### src/rtl/cdf_load_pkg.sv
// cdf_pkg: shared widths, latency bound and FSM encoding for CDF load stages.
// Optional saturation is enabled with CDF_LOAD_SATURATE_EN.
package cdf_pkg;

    localparam int CDF_ADDR_W = 16;
    localparam int CDF_DATA_W = 20;
    localparam int CDF_BUS_W  = 128;
    localparam int CDF_LANE_W = 32;

    localparam int CDF_MAX_READ_LATENCY = 7;
    localparam int CDF_WAIT_W = $clog2(CDF_MAX_READ_LATENCY + 1);

    typedef logic [2:0] cdf_state_t;

    localparam cdf_state_t S_IDLE   = 3'd0;
    localparam cdf_state_t S_ISSUE  = 3'd1;
    localparam cdf_state_t S_WAIT   = 3'd2;
    localparam cdf_state_t S_UNPACK = 3'd3;
    localparam cdf_state_t S_FINISH = 3'd4;

endpackage

### src/rtl/cdf_load_if.sv
// cdf_load_if: launch, memory read port and bin stream of the CDF loader.
// OverflowOut exists only when CDF_LOAD_SATURATE_EN is defined.
interface cdf_load_if;
    import cdf_pkg::*;

    logic                  StartIn;
    logic [CDF_ADDR_W-1:0] BaseAddressIn;
    logic [CDF_ADDR_W-1:0] WordCountIn;
    logic [CDF_BUS_W-1:0]  ReadBus;
    logic [CDF_ADDR_W-1:0] ReadAddress;
    logic                  ReadEnable;
    logic [CDF_DATA_W-1:0] ResultOut;
    logic [CDF_ADDR_W-1:0] BinIndexOut;
    logic                  StartOut;
    logic                  Busy;
    logic                  Done;
`ifdef CDF_LOAD_SATURATE_EN
    logic                  OverflowOut;
`endif

    modport master (
        input  StartIn, BaseAddressIn, WordCountIn, ReadBus,
        output ReadAddress, ReadEnable, ResultOut, BinIndexOut,
        output StartOut, Busy, Done
`ifdef CDF_LOAD_SATURATE_EN
        , output OverflowOut
`endif
    );

    modport slave (
        output StartIn, BaseAddressIn, WordCountIn, ReadBus,
        input  ReadAddress, ReadEnable, ResultOut, BinIndexOut,
        input  StartOut, Busy, Done
`ifdef CDF_LOAD_SATURATE_EN
        , input OverflowOut
`endif
    );

endinterface

### src/rtl/cdf_lane_unpack.sv
// cdf_lane_unpack: picks one 32-bit lane of a 128-bit word and narrows it.
// With CDF_LOAD_SATURATE_EN, out-of-range lanes clamp to all ones.
module cdf_lane_unpack
    import cdf_pkg::*;
(
    input  logic [CDF_BUS_W-1:0]  word,
    input  logic [1:0]            lane,
    output logic [CDF_DATA_W-1:0] value
`ifdef CDF_LOAD_SATURATE_EN
    ,
    output logic                  sat
`endif
);

    logic [CDF_LANE_W-1:0] lane_w;

    // select the addressed lane, lane 0 in the low bits
    always_comb begin
        lane_w = word[lane*CDF_LANE_W +: CDF_LANE_W];
    end

`ifdef CDF_LOAD_SATURATE_EN
    assign sat   = |lane_w[CDF_LANE_W-1:CDF_DATA_W];
    assign value = sat ? '1 : lane_w[CDF_DATA_W-1:0];
`else
    logic unused_hi;
    assign unused_hi = ^lane_w[CDF_LANE_W-1:CDF_DATA_W];
    assign value     = lane_w[CDF_DATA_W-1:0];
`endif

endmodule

### src/rtl/cdf_load.sv
// cdf_load: bursts packed histogram words from memory, streams one bin per cycle.
// CDF_LOAD_SATURATE_EN adds lane clamping and the sticky OverflowOut flag.
module cdf_load
    import cdf_pkg::*;
#(
    parameter int READ_LATENCY = 2,
    parameter int LANES        = 4
) (
    input logic        clock,
    input logic        reset_n,
    cdf_load_if.master bus
);

    localparam logic [1:0] LANE_LAST = 2'(LANES - 1);
    localparam logic [CDF_WAIT_W-1:0] WAIT_LAST =
        CDF_WAIT_W'(READ_LATENCY - 1);

    cdf_state_t            state;
    logic [CDF_ADDR_W-1:0] addr;
    logic [CDF_ADDR_W-1:0] left;
    logic [CDF_ADDR_W-3:0] word_idx;
    logic [1:0]            lane;
    logic [CDF_WAIT_W-1:0] wait_cnt;
    logic [CDF_BUS_W-1:0]  word_reg;

    logic                  rd_en;
    logic [CDF_ADDR_W-1:0] rd_addr;
    logic [CDF_DATA_W-1:0] res;
    logic [CDF_ADDR_W-1:0] bin;
    logic                  vld;
    logic                  busy;
    logic                  done_r;

    logic [CDF_BUS_W-1:0]  src_word;
    logic [1:0]            src_lane;
    logic [CDF_DATA_W-1:0] lane_val;
`ifdef CDF_LOAD_SATURATE_EN
    logic                  lane_sat;
    logic                  ovf;
`endif

    // lane 0 comes straight off the bus, later lanes from the held word
    always_comb begin
        src_word = word_reg;
        src_lane = lane + 2'd1;
        if (state == S_WAIT) begin
            src_word = bus.ReadBus;
            src_lane = 2'd0;
        end
    end

    cdf_lane_unpack u_unpack (
        .word  (src_word),
        .lane  (src_lane),
        .value (lane_val)
`ifdef CDF_LOAD_SATURATE_EN
        ,
        .sat   (lane_sat)
`endif
    );

    // burst sequencer with registered outputs
    always_ff @(posedge clock or negedge reset_n) begin
        if (!reset_n) begin
            state    <= S_IDLE;
            addr     <= '0;
            left     <= '0;
            word_idx <= '0;
            lane     <= '0;
            wait_cnt <= '0;
            word_reg <= '0;
            rd_en    <= 1'b0;
            rd_addr  <= '0;
            res      <= '0;
            bin      <= '0;
            vld      <= 1'b0;
            busy     <= 1'b0;
            done_r   <= 1'b0;
`ifdef CDF_LOAD_SATURATE_EN
            ovf      <= 1'b0;
`endif
        end else begin
            rd_en   <= 1'b0;
            rd_addr <= '0;
            res     <= '0;
            bin     <= '0;
            vld     <= 1'b0;
            done_r  <= 1'b0;
            unique case (state)
                S_IDLE: begin
                    if (bus.StartIn) begin
                        addr     <= bus.BaseAddressIn;
                        left     <= bus.WordCountIn;
                        word_idx <= '0;
                        busy     <= 1'b1;
`ifdef CDF_LOAD_SATURATE_EN
                        ovf      <= 1'b0;
`endif
                        if (bus.WordCountIn != '0) begin
                            state   <= S_ISSUE;
                            rd_en   <= 1'b1;
                            rd_addr <= bus.BaseAddressIn;
                        end else begin
                            state  <= S_FINISH;
                            done_r <= 1'b1;
                        end
                    end
                end
                S_ISSUE: begin
                    state    <= S_WAIT;
                    wait_cnt <= '0;
                end
                S_WAIT: begin
                    if (wait_cnt == WAIT_LAST) begin
                        word_reg <= bus.ReadBus;
                        lane     <= '0;
                        state    <= S_UNPACK;
                        vld      <= 1'b1;
                        res      <= lane_val;
                        bin      <= {word_idx, src_lane};
`ifdef CDF_LOAD_SATURATE_EN
                        ovf      <= ovf | lane_sat;
`endif
                    end else begin
                        wait_cnt <= wait_cnt + 1'b1;
                    end
                end
                S_UNPACK: begin
                    if (lane == LANE_LAST) begin
                        lane     <= '0;
                        word_idx <= word_idx + 1'b1;
                        left     <= left - 1'b1;
                        if (left > 16'd1) begin
                            addr    <= addr + 1'b1;
                            state   <= S_ISSUE;
                            rd_en   <= 1'b1;
                            rd_addr <= addr + 1'b1;
                        end else begin
                            state  <= S_FINISH;
                            done_r <= 1'b1;
                        end
                    end else begin
                        lane <= src_lane;
                        vld  <= 1'b1;
                        res  <= lane_val;
                        bin  <= {word_idx, src_lane};
`ifdef CDF_LOAD_SATURATE_EN
                        ovf  <= ovf | lane_sat;
`endif
                    end
                end
                S_FINISH: begin
                    state <= S_IDLE;
                    busy  <= 1'b0;
                end
                default: state <= S_IDLE;
            endcase
        end
    end

    assign bus.ReadEnable  = rd_en;
    assign bus.ReadAddress = rd_addr;
    assign bus.ResultOut   = res;
    assign bus.BinIndexOut = bin;
    assign bus.StartOut    = vld;
    assign bus.Busy        = busy;
    assign bus.Done        = done_r;
`ifdef CDF_LOAD_SATURATE_EN
    assign bus.OverflowOut = ovf;
`endif

endmodule

### src/flat_wrapper.sv
// flat-port wrapper written by rule: the top's interface ports become plain ports
module cdf_load_flat import cdf_pkg::*;
#(
    parameter int READ_LATENCY = 2,
    parameter int LANES        = 4
)
  (clock, reset_n, bus_StartIn, bus_BaseAddressIn, bus_WordCountIn, bus_ReadBus, bus_ReadAddress, bus_ReadEnable, bus_ResultOut, bus_BinIndexOut, bus_StartOut, bus_Busy, bus_Done);
  cdf_load_if bus_i ();
  input logic clock;
  input logic reset_n;
  input wire logic [$bits(bus_i.StartIn)-1:0] bus_StartIn;
  input wire logic [$bits(bus_i.BaseAddressIn)-1:0] bus_BaseAddressIn;
  input wire logic [$bits(bus_i.WordCountIn)-1:0] bus_WordCountIn;
  input wire logic [$bits(bus_i.ReadBus)-1:0] bus_ReadBus;
  output wire logic [$bits(bus_i.ReadAddress)-1:0] bus_ReadAddress;
  output wire logic [$bits(bus_i.ReadEnable)-1:0] bus_ReadEnable;
  output wire logic [$bits(bus_i.ResultOut)-1:0] bus_ResultOut;
  output wire logic [$bits(bus_i.BinIndexOut)-1:0] bus_BinIndexOut;
  output wire logic [$bits(bus_i.StartOut)-1:0] bus_StartOut;
  output wire logic [$bits(bus_i.Busy)-1:0] bus_Busy;
  output wire logic [$bits(bus_i.Done)-1:0] bus_Done;
  assign bus_i.StartIn = bus_StartIn;
  assign bus_i.BaseAddressIn = bus_BaseAddressIn;
  assign bus_i.WordCountIn = bus_WordCountIn;
  assign bus_i.ReadBus = bus_ReadBus;
  assign bus_ReadAddress = bus_i.ReadAddress;
  assign bus_ReadEnable = bus_i.ReadEnable;
  assign bus_ResultOut = bus_i.ResultOut;
  assign bus_BinIndexOut = bus_i.BinIndexOut;
  assign bus_StartOut = bus_i.StartOut;
  assign bus_Busy = bus_i.Busy;
  assign bus_Done = bus_i.Done;
  cdf_load #(.READ_LATENCY(READ_LATENCY), .LANES(LANES)) u_core (.clock(clock), .reset_n(reset_n), .bus(bus_i));
endmodule
### config.mk
export PLATFORM = sky130hd
export DESIGN_NAME = cdf_load_flat
export DESIGN_NICKNAME = d
export VERILOG_FILES = /design/src/rtl/cdf_load_pkg.sv /design/src/rtl/cdf_load_if.sv /design/src/rtl/cdf_lane_unpack.sv /design/src/rtl/cdf_load.sv /design/src/flat_wrapper.sv
export SDC_FILE = /design/constraint.sdc
export NUM_CORES = 1
export LEC_CHECK = 0
export ABC_CLOCK_PERIOD_IN_PS = 3100
export CORE_MARGIN = 4
export CORE_UTILIZATION = 30
export DETAILED_ROUTE_END_ITERATION = 10
export REMOVE_ABC_BUFFERS = 1
export SETUP_SLACK_MARGIN = 0.15
export SYNTH_ARGS = -nofsm -noshare
export SYNTH_HDL_FRONTEND = slang
export SYNTH_SLANG_ARGS = --single-unit
### constraint.sdc
create_clock -name clock -period 3.1 [get_ports clock]
set_input_delay 0.62 -clock clock [delete_from_list [all_inputs] [get_ports clock]]
set_output_delay 0.62 -clock clock [all_outputs]
set_load 0.02 [all_outputs]
# After elaboration in Yosys (flattened, before gate mapping)
# Cells that the tools add are included.
[totals] ff_bits=238 input_bits=163 output_inout_bits=56 elab_cells=94
[op_classes] addsub=5 order_cmp=1 n_eq_ne=11 shift=1 n_mux=49 n_reduce_logical=13
[op_table] operator="$mux 16" count=11
[op_table] operator="$mux 128" count=1
[op_table] operator="$pmux 16 s2" count=4
[op_table] operator="$shiftx 128x8->20" count=1
[op_table] operator="$mux 20" count=2
[op_table] operator="$pmux 20 s2" count=1
[op_table] operator="$mux 14" count=2
[op_table] operator="$pmux 14 s2" count=1
[op_table] operator="$mux 3" count=6
[op_table] operator="$add 16x1->16 const B" count=1
[op_table] operator="$gt 16x1->1 const B" count=1
[op_table] operator="$reduce_bool 16->1" count=1
[op_table] operator="$sub 16x1->16 const B" count=1
[op_table] operator="$add 14x1->14 const B" count=1
[op_table] operator="$pmux 3 s4" count=1
[op_table] operator="$mux 1" count=11
[op_table] operator="$pmux 1 s2" count=4
[op_table] operator="$reduce_and 2->1" count=4
[op_table] operator="$reduce_bool 2->1" count=4
[op_table] operator="$eq 3x1->1 const B" count=2
[op_table] operator="$eq 3x2->1 const B" count=2
[op_table] operator="$mux 2" count=3
[op_table] operator="$ne 2x2->1 const B" count=3
[op_table] operator="$pmux 3 s2" count=1
[op_table] operator="9 further kinds" count=11

# Longest topological paths before layout
# Gate-level depths: netlist of run 1.
[depth] word_depth=5 mapped_depth=9 mapped_depth_nobuf=7

# Modules after synthesis
# From an unflattened synthesis of run 1, not the netlist that was laid out.
[hier_totals] cells_unflattened=1230 hier_area_um2=11989.0
[modules_own_cells] mod="cdf_load" n_inst=1 cells_each=1206 area_each_um2=11506.0 seq_area_each_um2=5955.7
[modules_own_cells] mod="cdf_lane_unpack" n_inst=1 cells_each=24 area_each_um2=483.0 seq_area_each_um2=0.0

# Worst setup path before layout of run 1
# No wires, ideal clock.
[synth_timing] path_kind="register -> register" startpoint="register u_core.left[6]" endpoint="register u_core.left[14]" arrival_ns=2.263 t_required_ns=3.021 setup_slack_ns=0.758 stages_incl_launch_ff=8 path_buffers=2 synth_period_minus_slack_ns=2.342 path_cell_list="dfrtp_1 or4_1 buf_2 or3_4 buf_6 or4_4 a21oi_2 a2bb2oi_1"
[synth_via] elab_chain_len=3
[synth_rtl] element="from (decl)" line_no="cdf_load.sv:20" text="logic [CDF_ADDR_W-1:0] left;"
[synth_rtl] element="from (signal assigned)" line_no="cdf_load.sv:93" text="left <= bus.WordCountIn;"
[synth_rtl] element="from (signal assigned)" line_no="cdf_load.sv:132" text="left <= left - 1'b1;"
[synth_rtl] element="$sub 16x1->16" line_no="cdf_load.sv:132"
[synth_rtl] element="$mux 16" line_no="cdf_load.sv:129" text="if (lane == LANE_LAST) begin"
[synth_rtl] element="$pmux 16 s2" line_no="cdf_load.sv:89" text="unique case (state)"
# Every way passes these cells. The select of a mux whose other input is x is not followed.
# A chain may end at the register's enable or synchronous reset.

# Worst setup path in the final report of run 1
[layout_timing] startpoint="register u_core.left[5]" endpoint="register u_core.addr[6]"
[layout_via] elab_chain_len=3
[layout_rtl] element="$gt 16x1->1" line_no="cdf_load.sv:133" text="if (left > 16'd1) begin"
[layout_rtl] element="$ne 2x1->1 (no line)"
[layout_rtl] element="$reduce_and 4->1 (no line)"
[layout_rtl] element="to (signal assigned)" line_no="cdf_load.sv:92" text="addr <= bus.BaseAddressIn;"
[layout_rtl] element="to (signal assigned)" line_no="cdf_load.sv:134" text="addr <= addr + 1'b1;"
[layout_rtl] element="to (decl)" line_no="cdf_load.sv:19" text="logic [CDF_ADDR_W-1:0] addr;"
# Every way passes these cells.

==> results of run 1 <==
-- routing by layer --
| metal | global-route usage (%) | vias up |
|---|---|---|
| li1 | - | 3072 |
| met1 | 19.9 | 3307 |
| met2 | 24.5 | 199 |
| met3 | 3.50 | 21 |
| met4 | 3.45 | 2 |
| met5 | 0 | - |
-- worst max-delay path, delay by kind of cell (launching register included) --
family                 cells  cell delay (ns)
and+or+nand+nor            2             1.13
DFF                        1             0.43
AOI/OAI and AO/OA          3             0.75
buffers and inverters      1             0.23
-- layout by cell type (no fill, tap or decap), types with 11 or more instances in the layout --
cell type / synthesis / routed
sky130_fd_sc_hd__a21oi_1: 47 / 47
sky130_fd_sc_hd__and2_1: 15 / 15
sky130_fd_sc_hd__buf_4: 0 / 20
sky130_fd_sc_hd__clkbuf_16: 0 / 17
sky130_fd_sc_hd__clkdlybuf4s50_1: 0 / 169
sky130_fd_sc_hd__dfrtp_1: 190 / 190
sky130_fd_sc_hd__inv_1: 12 / 12
sky130_fd_sc_hd__mux2_2: 80 / 80
sky130_fd_sc_hd__mux4_2: 20 / 20
sky130_fd_sc_hd__nand2_1: 79 / 78
sky130_fd_sc_hd__nand3_1: 17 / 17
sky130_fd_sc_hd__nand4_1: 13 / 13
sky130_fd_sc_hd__nor2_1: 42 / 41
sky130_fd_sc_hd__nor3_1: 13 / 11
sky130_fd_sc_hd__o21ai_0: 41 / 41
sky130_fd_sc_hd__xnor2_1: 12 / 12
sky130_fd_sc_hd__xor2_1: 14 / 14
-- through the flow --
stage	area (um^2)	worst slack, ns	utilization (%)	std cells	power [mW]
finish	11500	0.474	40.2	1316	11.2
global route	11500	0.320	40.2	1316	12.1
CTS	11500	0.465	40.2	1316	11.4
detailed placement	10900	0.234	38.2	1285	9.16
global placement	10900	0.254	38.2	1285	9.05
floorplan	8510	-1.64	-	708	7.39
-- cell type report --
class | instances | area, um^2 | share of cell area (%)
Sequential cell | 190 | 4750 | 41.3
Tap cell | 384 | 480 | 4.17
Multi-Input combinational cell | 506 | 3730 | 32.4
Clock buffer | 18 | 429 | 3.73
Inverter | 12 | 45.0 | 0.391
Timing Repair Buffer | 193 | 1920 | 16.6
Clock inverter | 13 | 150 | 1.30
-- power by group through the flow --
stage	Clock, mW	Combinational (mW)	Sequential, mW
6_report	2.21	4.79	4.24
5_1_grt	2.37	5.31	4.38
4_1_cts	2.28	4.90	4.24
3_5_place_dp	0	4.88	4.28
3_3_place_gp	0	4.80	4.25
2_1_floorplan	0	2.99	4.39
-- cell families (layout without fill, tap and decap cells) --
group / after synthesis / after routing
buffers and inverters: 60 / 236
XOR/XNOR: 26 / 26
adder cells (fa/ha/maj): 7 / 7
AO/OA/AOI/OAI: 152 / 152
flip-flops: 190 / 190
multiplexers: 101 / 101
AND/OR/NAND/NOR: 220 / 220
-- worst paths after layout --
kind	cells past startpoint	end	slack, ns	from
min	1	u_core.word_reg[44]	0.19	reset_n
max	6	u_core.addr[6]	0.47	u_core.left[5]
min in group clock	1	u_core.word_reg[4]	0.50	u_core.word_reg[4]
max reg2reg	6	u_core.addr[6]	0.47	u_core.left[5]
max in group asynchronous	2	u_core.bus.BinIndexOut[14]	2.07	reset_n
min reg2reg	1	u_core.word_reg[4]	0.50	u_core.word_reg[4]
==> results.tsv, run 1 <==
stage	metric	value	unit
run_status	run_status	finished, final reports clean	
yosys	synth_common_cells	sky130_fd_sc_hd__dfrtp_1 (190), sky130_fd_sc_hd__mux2_2 (80), sky130_fd_sc_hd__nand2_1 (79)	
pwr	power-per-cell-area	977	nW/um^2
yosys	synth_cell_type_count	61	
yosys	synth_top_cell_by_area	sky130_fd_sc_hd__dfrtp_1	
clock_tree	clock_path_buffers	2	
pwr	clkPwrFrac	19.6	%
global_routing	antenna_violations_before_repair	1	
routing	avgRoutedWirePerCell	17.8	um
routing	drt_wl_total	23400	um
timing	max_slew.worst_pin.slew	0.719	ns
worst_setup_path	timing.critical_path.slowest_stage_cell	sky130_fd_sc_hd__or4_1	
clock_tree	htreeDepth	4	
yosys	synth_async_sr_flop_share	100	%
clock_tree	tritoncts	yes	
timing	clock_skew	0.0131	ns
worst_setup_path	critical-path-max-stage-delay	0.63	ns
pwr	power_frac_comb	42.7	%
yosys	synth-adder-area-share	1.01	%
yosys	yosys.cell_count.top_type	sky130_fd_sc_hd__dfrtp_1	
routing	routed_via_density	5.02	
pwr	worst_ir_drop_vdd	0.448	mV
layout	drive_gt1_share	18.0	%
place	io_buffer_count	170	
die	fp.dieH	178	um
die	die-area	31800	um^2
routing	met3RoutedLength	1620	um
clock_tree	cts_inserted_buffers	17	
routing	antenna_left	0	
timing	final.setup.tns	0	ns
worst_setup_path	cell_breakdown_of_the_critical_path	or4_1, or3_4, o21ai_0, buf_4, o32ai_1, a21oi_1	
clock_tree	clkSinkCount	190	
yosys	synth_seq_area_share	54.6	%
routing	drc_errors	0	
timing	unrepaired_setup_endpoints_after_global_routing	false	
global_routing	globalRouteTotalUtil	14.8	%
layout	design.final.nets	1090	
clock_tree	clock_latency	0.44	ns
yosys	synth_compound_area_share	11.1	%
routing	wl_met2	11000	um
routing	drt_pass1_iterations	5	
worst_setup_path	critical_path_arrival	2.98	ns
timing	timing.slew.headroom	51.9	%
global_routing	grt_pass1_wl	37200	um
timing	maxSlewViolCount	0	
layout	area_delta_synth_final	32.2	%
die	die_width	178	um
clock_tree	clk_pin_slew_worst_paths	0.08	ns
clock_tree	holdBufCountCts	0	
yosys	muxShareOfSynthArea	15.6	%
yosys	synth_area	8700	um^2
pwr	sequentialPowerShare	37.7	%
die	design.core.area	28600	um^2
layout	largest_reg_flops	80	
timing	finalCritPeriodShare	84.7	%
yosys	synth-warning-count	0	
die	num_rows	62	
worst_setup_path	critPathRequiredTime	3.45	ns
timing	timing.final.crit_period	2.63	ns
worst_setup_path	cp-start-kind	flop	
yosys	synth_area_leaders	sky130_fd_sc_hd__dfrtp_1 (55%), sky130_fd_sc_hd__mux2_2 (10%), sky130_fd_sc_hd__mux4_2 (5.2%)	
die	io_pins	219	
yosys	post_synthesis_xor_xnor_area_fraction	2.62	%
routing	detail_route.wirelength.met1	10500	um
flow_run	drv.max_cap_violation_count	0	
yosys	synth_top_area_share	54.6	%
layout	num-fill-cells	2749	
timing	holdWs	0.192	ns
routing	dr.first_iter.drc_count	330	
place	hpwl	15900	um
place	place_congestion	0.780	
clock_tree	cts.root.buffer_cell	sky130_fd_sc_hd__clkbuf_16	
die	initial_utilization	30.4	%
timing	achievable-frequency	0.381	GHz
yosys	synth_top_family_by_area	multiplexers	
routing	highest-signal-layer	met5	
routing	route.vias.total	6601	
clock_tree	postCtsResizedCells	0	
min_path	hold_path_class	input pin to async pin	
yosys	syn_avg_cell_area	11.5	um^2
worst_setup_path	path_type_of_the_worst_setup_path	flop to flop	
timing	timing.final.hold_violations	0	
pwr	internal_power	7.11	mW
clock_tree	postCtsSetupBuffers	0	
pwr	power.leakage	4.72	nW
worst_setup_path	cp_max_fo	12	
worst_setup_path	worstSetupEndpointType	flop	
pwr	netSwitchingFraction	36.7	%
global_routing	grt_pass1_vias	6782	
yosys	synth_cells	756	
yosys	flip_flop_and_latch_count_after_synthesis	190	
yosys	number_of_flops_mapped_to_enable_cells_by_yosys	0	
global_routing	grt_start_max_net_pins	79	
yosys	synthSimpleGateAreaFrac	12.4	%
timing	finalSetupViolations	0	
global_routing	globalRoute.totalOverflow	0	
pwr	total_switching_power	4.13	mW
yosys	synth_flop_cell	sky130_fd_sc_hd__dfrtp_1	
layout	antenna-diode-count	0	
(Power assumes the default switching activity.)
==> run 2: changes to the inputs <==
--- a/config.mk
+++ b/config.mk
@@ -5,7 +5,7 @@
 export SDC_FILE = /design/constraint.sdc
 export NUM_CORES = 1
 export LEC_CHECK = 0
-export ABC_CLOCK_PERIOD_IN_PS = 3100
+export ABC_CLOCK_PERIOD_IN_PS = 2360
 export CORE_MARGIN = 4
 export CORE_UTILIZATION = 30
 export DETAILED_ROUTE_END_ITERATION = 10
==> constraint.sdc (replaced) <==
create_clock -name clock -period 2.36 [get_ports clock]
set_input_delay 0.472 -clock clock [delete_from_list [all_inputs] [get_ports clock]]
set_output_delay 0.472 -clock clock [all_outputs]
set_load 0.02 [all_outputs]
==> run 2 against run 1 <==
Power grew 35%. Highest routed layer unchanged. Sequential share of layout area shrank 1.3 points. Setup slack lost 0.29 ns. Global-route usage grew 0.45 points. Clock-buffer cell count grew 1. Critical endpoint is now u_core.addr[11]. Sequential cell count is the same. Largest power group unchanged. Maximum frequency grew 21%. First-iteration DRC count grew 2.4%.
==> results.tsv, run 2 (synthesized netlist as in run 1, its figures left out) <==
stage	metric	value	unit	change
run_status	run_status	finished, final reports clean		unchanged
timing	timing.slew.headroom	60.2	%	was 51.9%
layout	multi_input_combinational_cell_area	3810	um^2	was 3730 um^2
worst_setup_path	critical-path-max-stage-delay	0.55	ns	was 0.63 ns
timing	achievable-frequency	0.459	GHz	was 0.381 GHz
routing	route.vias.total	6649		was 6,601
worst_setup_path	critPathRequiredTime	2.67	ns	was 3.45 ns
clock_tree	htreeDepth	4		unchanged
timing	finalCritPeriodShare	92.3	%	was 84.7%
pwr	clkPwrFrac	18.9	%	was 19.6%
global_routing	grt_pass1_vias	6940		was 6,782
place	hpwl	16100	um	was 15,900 um
die	fp.dieH	178	um	unchanged
pwr	worst_ir_drop_vdd	0.649	mV	was 0.448 mV
routing	antenna_left	0		unchanged
layout	area_delta_synth_final	36.5	%	was 32.2%
worst_setup_path	reg2regPathDepth	6		unchanged
clock_tree	clkSinkCount	190		unchanged
place	io_buffer_count	170		unchanged
die	design.core.area	28600	um^2	unchanged
clock_tree	clk_pin_slew_worst_paths	0.09	ns	was 0.08 ns
layout	antenna-diode-count	0		unchanged
worst_setup_path	cell_breakdown_of_the_critical_path	or4_4, or3_4, or2_4, buf_4, a211oi_1, a311oi_1		was or4_1, or3_4, o21ai_0, buf_4, o32ai_1, a21oi_1
timing	finalSetupViolations	0		unchanged
die	io_pins	219		unchanged
min_path	hold_path_class	input pin to async pin		unchanged
layout	drive_gt1_share	21.7	%	was 18.0%
pwr	power-per-cell-area	1280	nW/um^2	was 977 nW/um^2
routing	avgRoutedWirePerCell	17.6	um	was 17.8 um
pwr	power_frac_comb	44.8	%	was 42.7%
clock_tree	tritoncts	yes		unchanged
timing	unrepaired_setup_endpoints_after_global_routing	true		was false
clock_tree	clock_path_buffers	2		unchanged
layout	final_common_cell	sky130_fd_sc_hd__dfrtp_1		unchanged
timing	holdWs	0.459	ns	was 0.192 ns
layout	num-fill-cells	2725		was 2,749
routing	routed_via_density	4.93		was 5.02
place	post-place-cells	1312		was 1,285
timing	timing.final.crit_period	2.18	ns	was 2.63 ns
pwr	power.leakage	4.90	nW	was 4.72 nW
routing	drt_pass1_iterations	5		unchanged
die	num_rows	62		unchanged
layout	sequential_cell_area	4750	um^2	unchanged
die	die-area	31800	um^2	unchanged
global_routing	grt_most_used_layer	met2		unchanged
worst_setup_path	critical_path_arrival	2.49	ns	was 2.98 ns
global_routing	globalRouteTotalUtil	15.3	%	was 14.8%
layout	finish.utilization	41.5	%	was 40.2%
layout	largest_reg_flops	80		unchanged
pwr	sequentialPowerShare	36.3	%	was 37.7%
pwr	internal_power	9.58	mW	was 7.11 mW
worst_setup_path	cp_max_fo	6		was 12
worst_setup_path	worstSetupEndpointType	flop		unchanged
timing	maxSlewViolCount	0		unchanged
global_routing	grt_met2_usage	25.2	%	was 24.5%
pwr	total_switching_power	5.61	mW	was 4.13 mW
pwr	netSwitchingFraction	36.9	%	was 36.7%
global_routing	antenna_violations_before_repair	1		unchanged
global_routing	grt_pass1_wl	38300	um	was 37,200 um
layout	design.final.nets	1122		was 1,090
routing	drc_errors	0		unchanged
worst_setup_path	path_type_of_the_worst_setup_path	flop to flop		unchanged
timing	timing.final.hold_violations	0		unchanged
global_routing	globalRouteMet1Util	20.8	%	was 19.9%
worst_setup_path	timing.critical_path.slowest_stage_cell	sky130_fd_sc_hd__or4_4		was sky130_fd_sc_hd__or4_1
global_routing	routing_usage_on_met3	3.29	%	was 3.50%
clock_tree	cts_inserted_buffers	17		unchanged
timing	clock_skew	0.0176	ns	was 0.0131 ns
global_routing	grt_start_max_net_pins	84		was 79
place	place_congestion	0.788		was 0.780
clock_tree	clock_latency	0.44	ns	about the same
worst_setup_path	cp-start-kind	flop		unchanged
timing	max_slew.worst_pin.slew	0.595	ns	was 0.719 ns
die	initial_utilization	30.4	%	unchanged
die	die_width	178	um	unchanged
clock_tree	cts.root.buffer_cell	sky130_fd_sc_hd__clkbuf_16		unchanged
layout	finish.cell_count_without_fillers	1349		was 1,316
global_routing	globalRoute.totalOverflow	0		unchanged
flow_run	drv.max_cap_violation_count	0		unchanged
routing	dr.first_iter.drc_count	338		was 330
routing	drt_wl_total	23700	um	was 23,400 um
layout	final_cell_mix	sky130_fd_sc_hd__dfrtp_1 (190), sky130_fd_sc_hd__clkdlybuf4s50_1 (169), sky130_fd_sc_hd__mux2_2 (80)		unchanged
[run 2: what timing repair did]
item	4_1_cts	5_1_grt
hold buffers	1	0
hold endpoints to repair	18	0
pin swaps	2	7
gates resized for setup	11	7
buffers inserted	2	2
gates cloned	0	0
setup endpoints to repair	31	19
[run 2: worst paths after layout]
check	slack [ns]	from	end
max in group asynchronous	1.14	reset_n	u_core.addr[0]
min in group clock	0.50	u_core.word_reg[11]	u_core.word_reg[11]
max	0.18	u_core.left[4]	u_core.addr[11]
min	0.46	reset_n	u_core.word_reg[108]
max reg2reg	0.18	u_core.left[4]	u_core.addr[11]
min reg2reg	0.50	u_core.word_reg[11]	u_core.word_reg[11]
[run 2: layer usage]
layer | share of wire, % | up-vias | wire (um)
met3 | 5.6 | 15 | 1320
met2 | 48 | 175 | 11300
met1 | 46 | 3315 | 10900
met4 | 0.81 | 2 | 193
met5 | 0.055 | - | 13
li1 | - | 3142 | -
[run 2: per-stage QoR]
step	TNS [ns]	instance area (um^2)	worst slack [ns]	total power, mW
global route	0	11900	0.0955	16.3
CTS	0	11800	0.153	15.3
detailed placement	-1.96	11200	-0.172	12.3
finish	0	11900	0.181	15.2
global placement	-1.82	11200	-0.155	12.2
floorplan	-272.60	8510	-2.38	9.70
[run 2: worst max-delay path: cells and delay by family, from the launching register on]
family	cells	cell delay (ns)
buf+inv	1	0.17
flops	1	0.39
simple gates	3	1.21
compound gates	2	0.30
[run 2: power by group through the flow]
| stage | Sequential (mW) | Clock, mW | Combinational, mW |
|---|---|---|---|
| 4_1_cts | 5.50 | 2.98 | 6.85 |
| 6_report | 5.52 | 2.87 | 6.80 |
| 2_1_floorplan | 5.77 | 0 | 3.93 |
| 3_5_place_dp | 5.56 | 0 | 6.77 |
| 3_3_place_gp | 5.51 | 0 | 6.66 |
| 5_1_grt | 5.70 | 3.10 | 7.53 |
[run 2: layout make-up]
type / count / share of cell area (%)
tap: 384 / 4.05
sequential: 190 / 40.0
multi-input combinational: 506 / 32.1
clock buffer: 19 / 3.65
inverter: 12 / 0.379
clock inverter: 13 / 1.23
timing repair buffer: 225 / 18.6
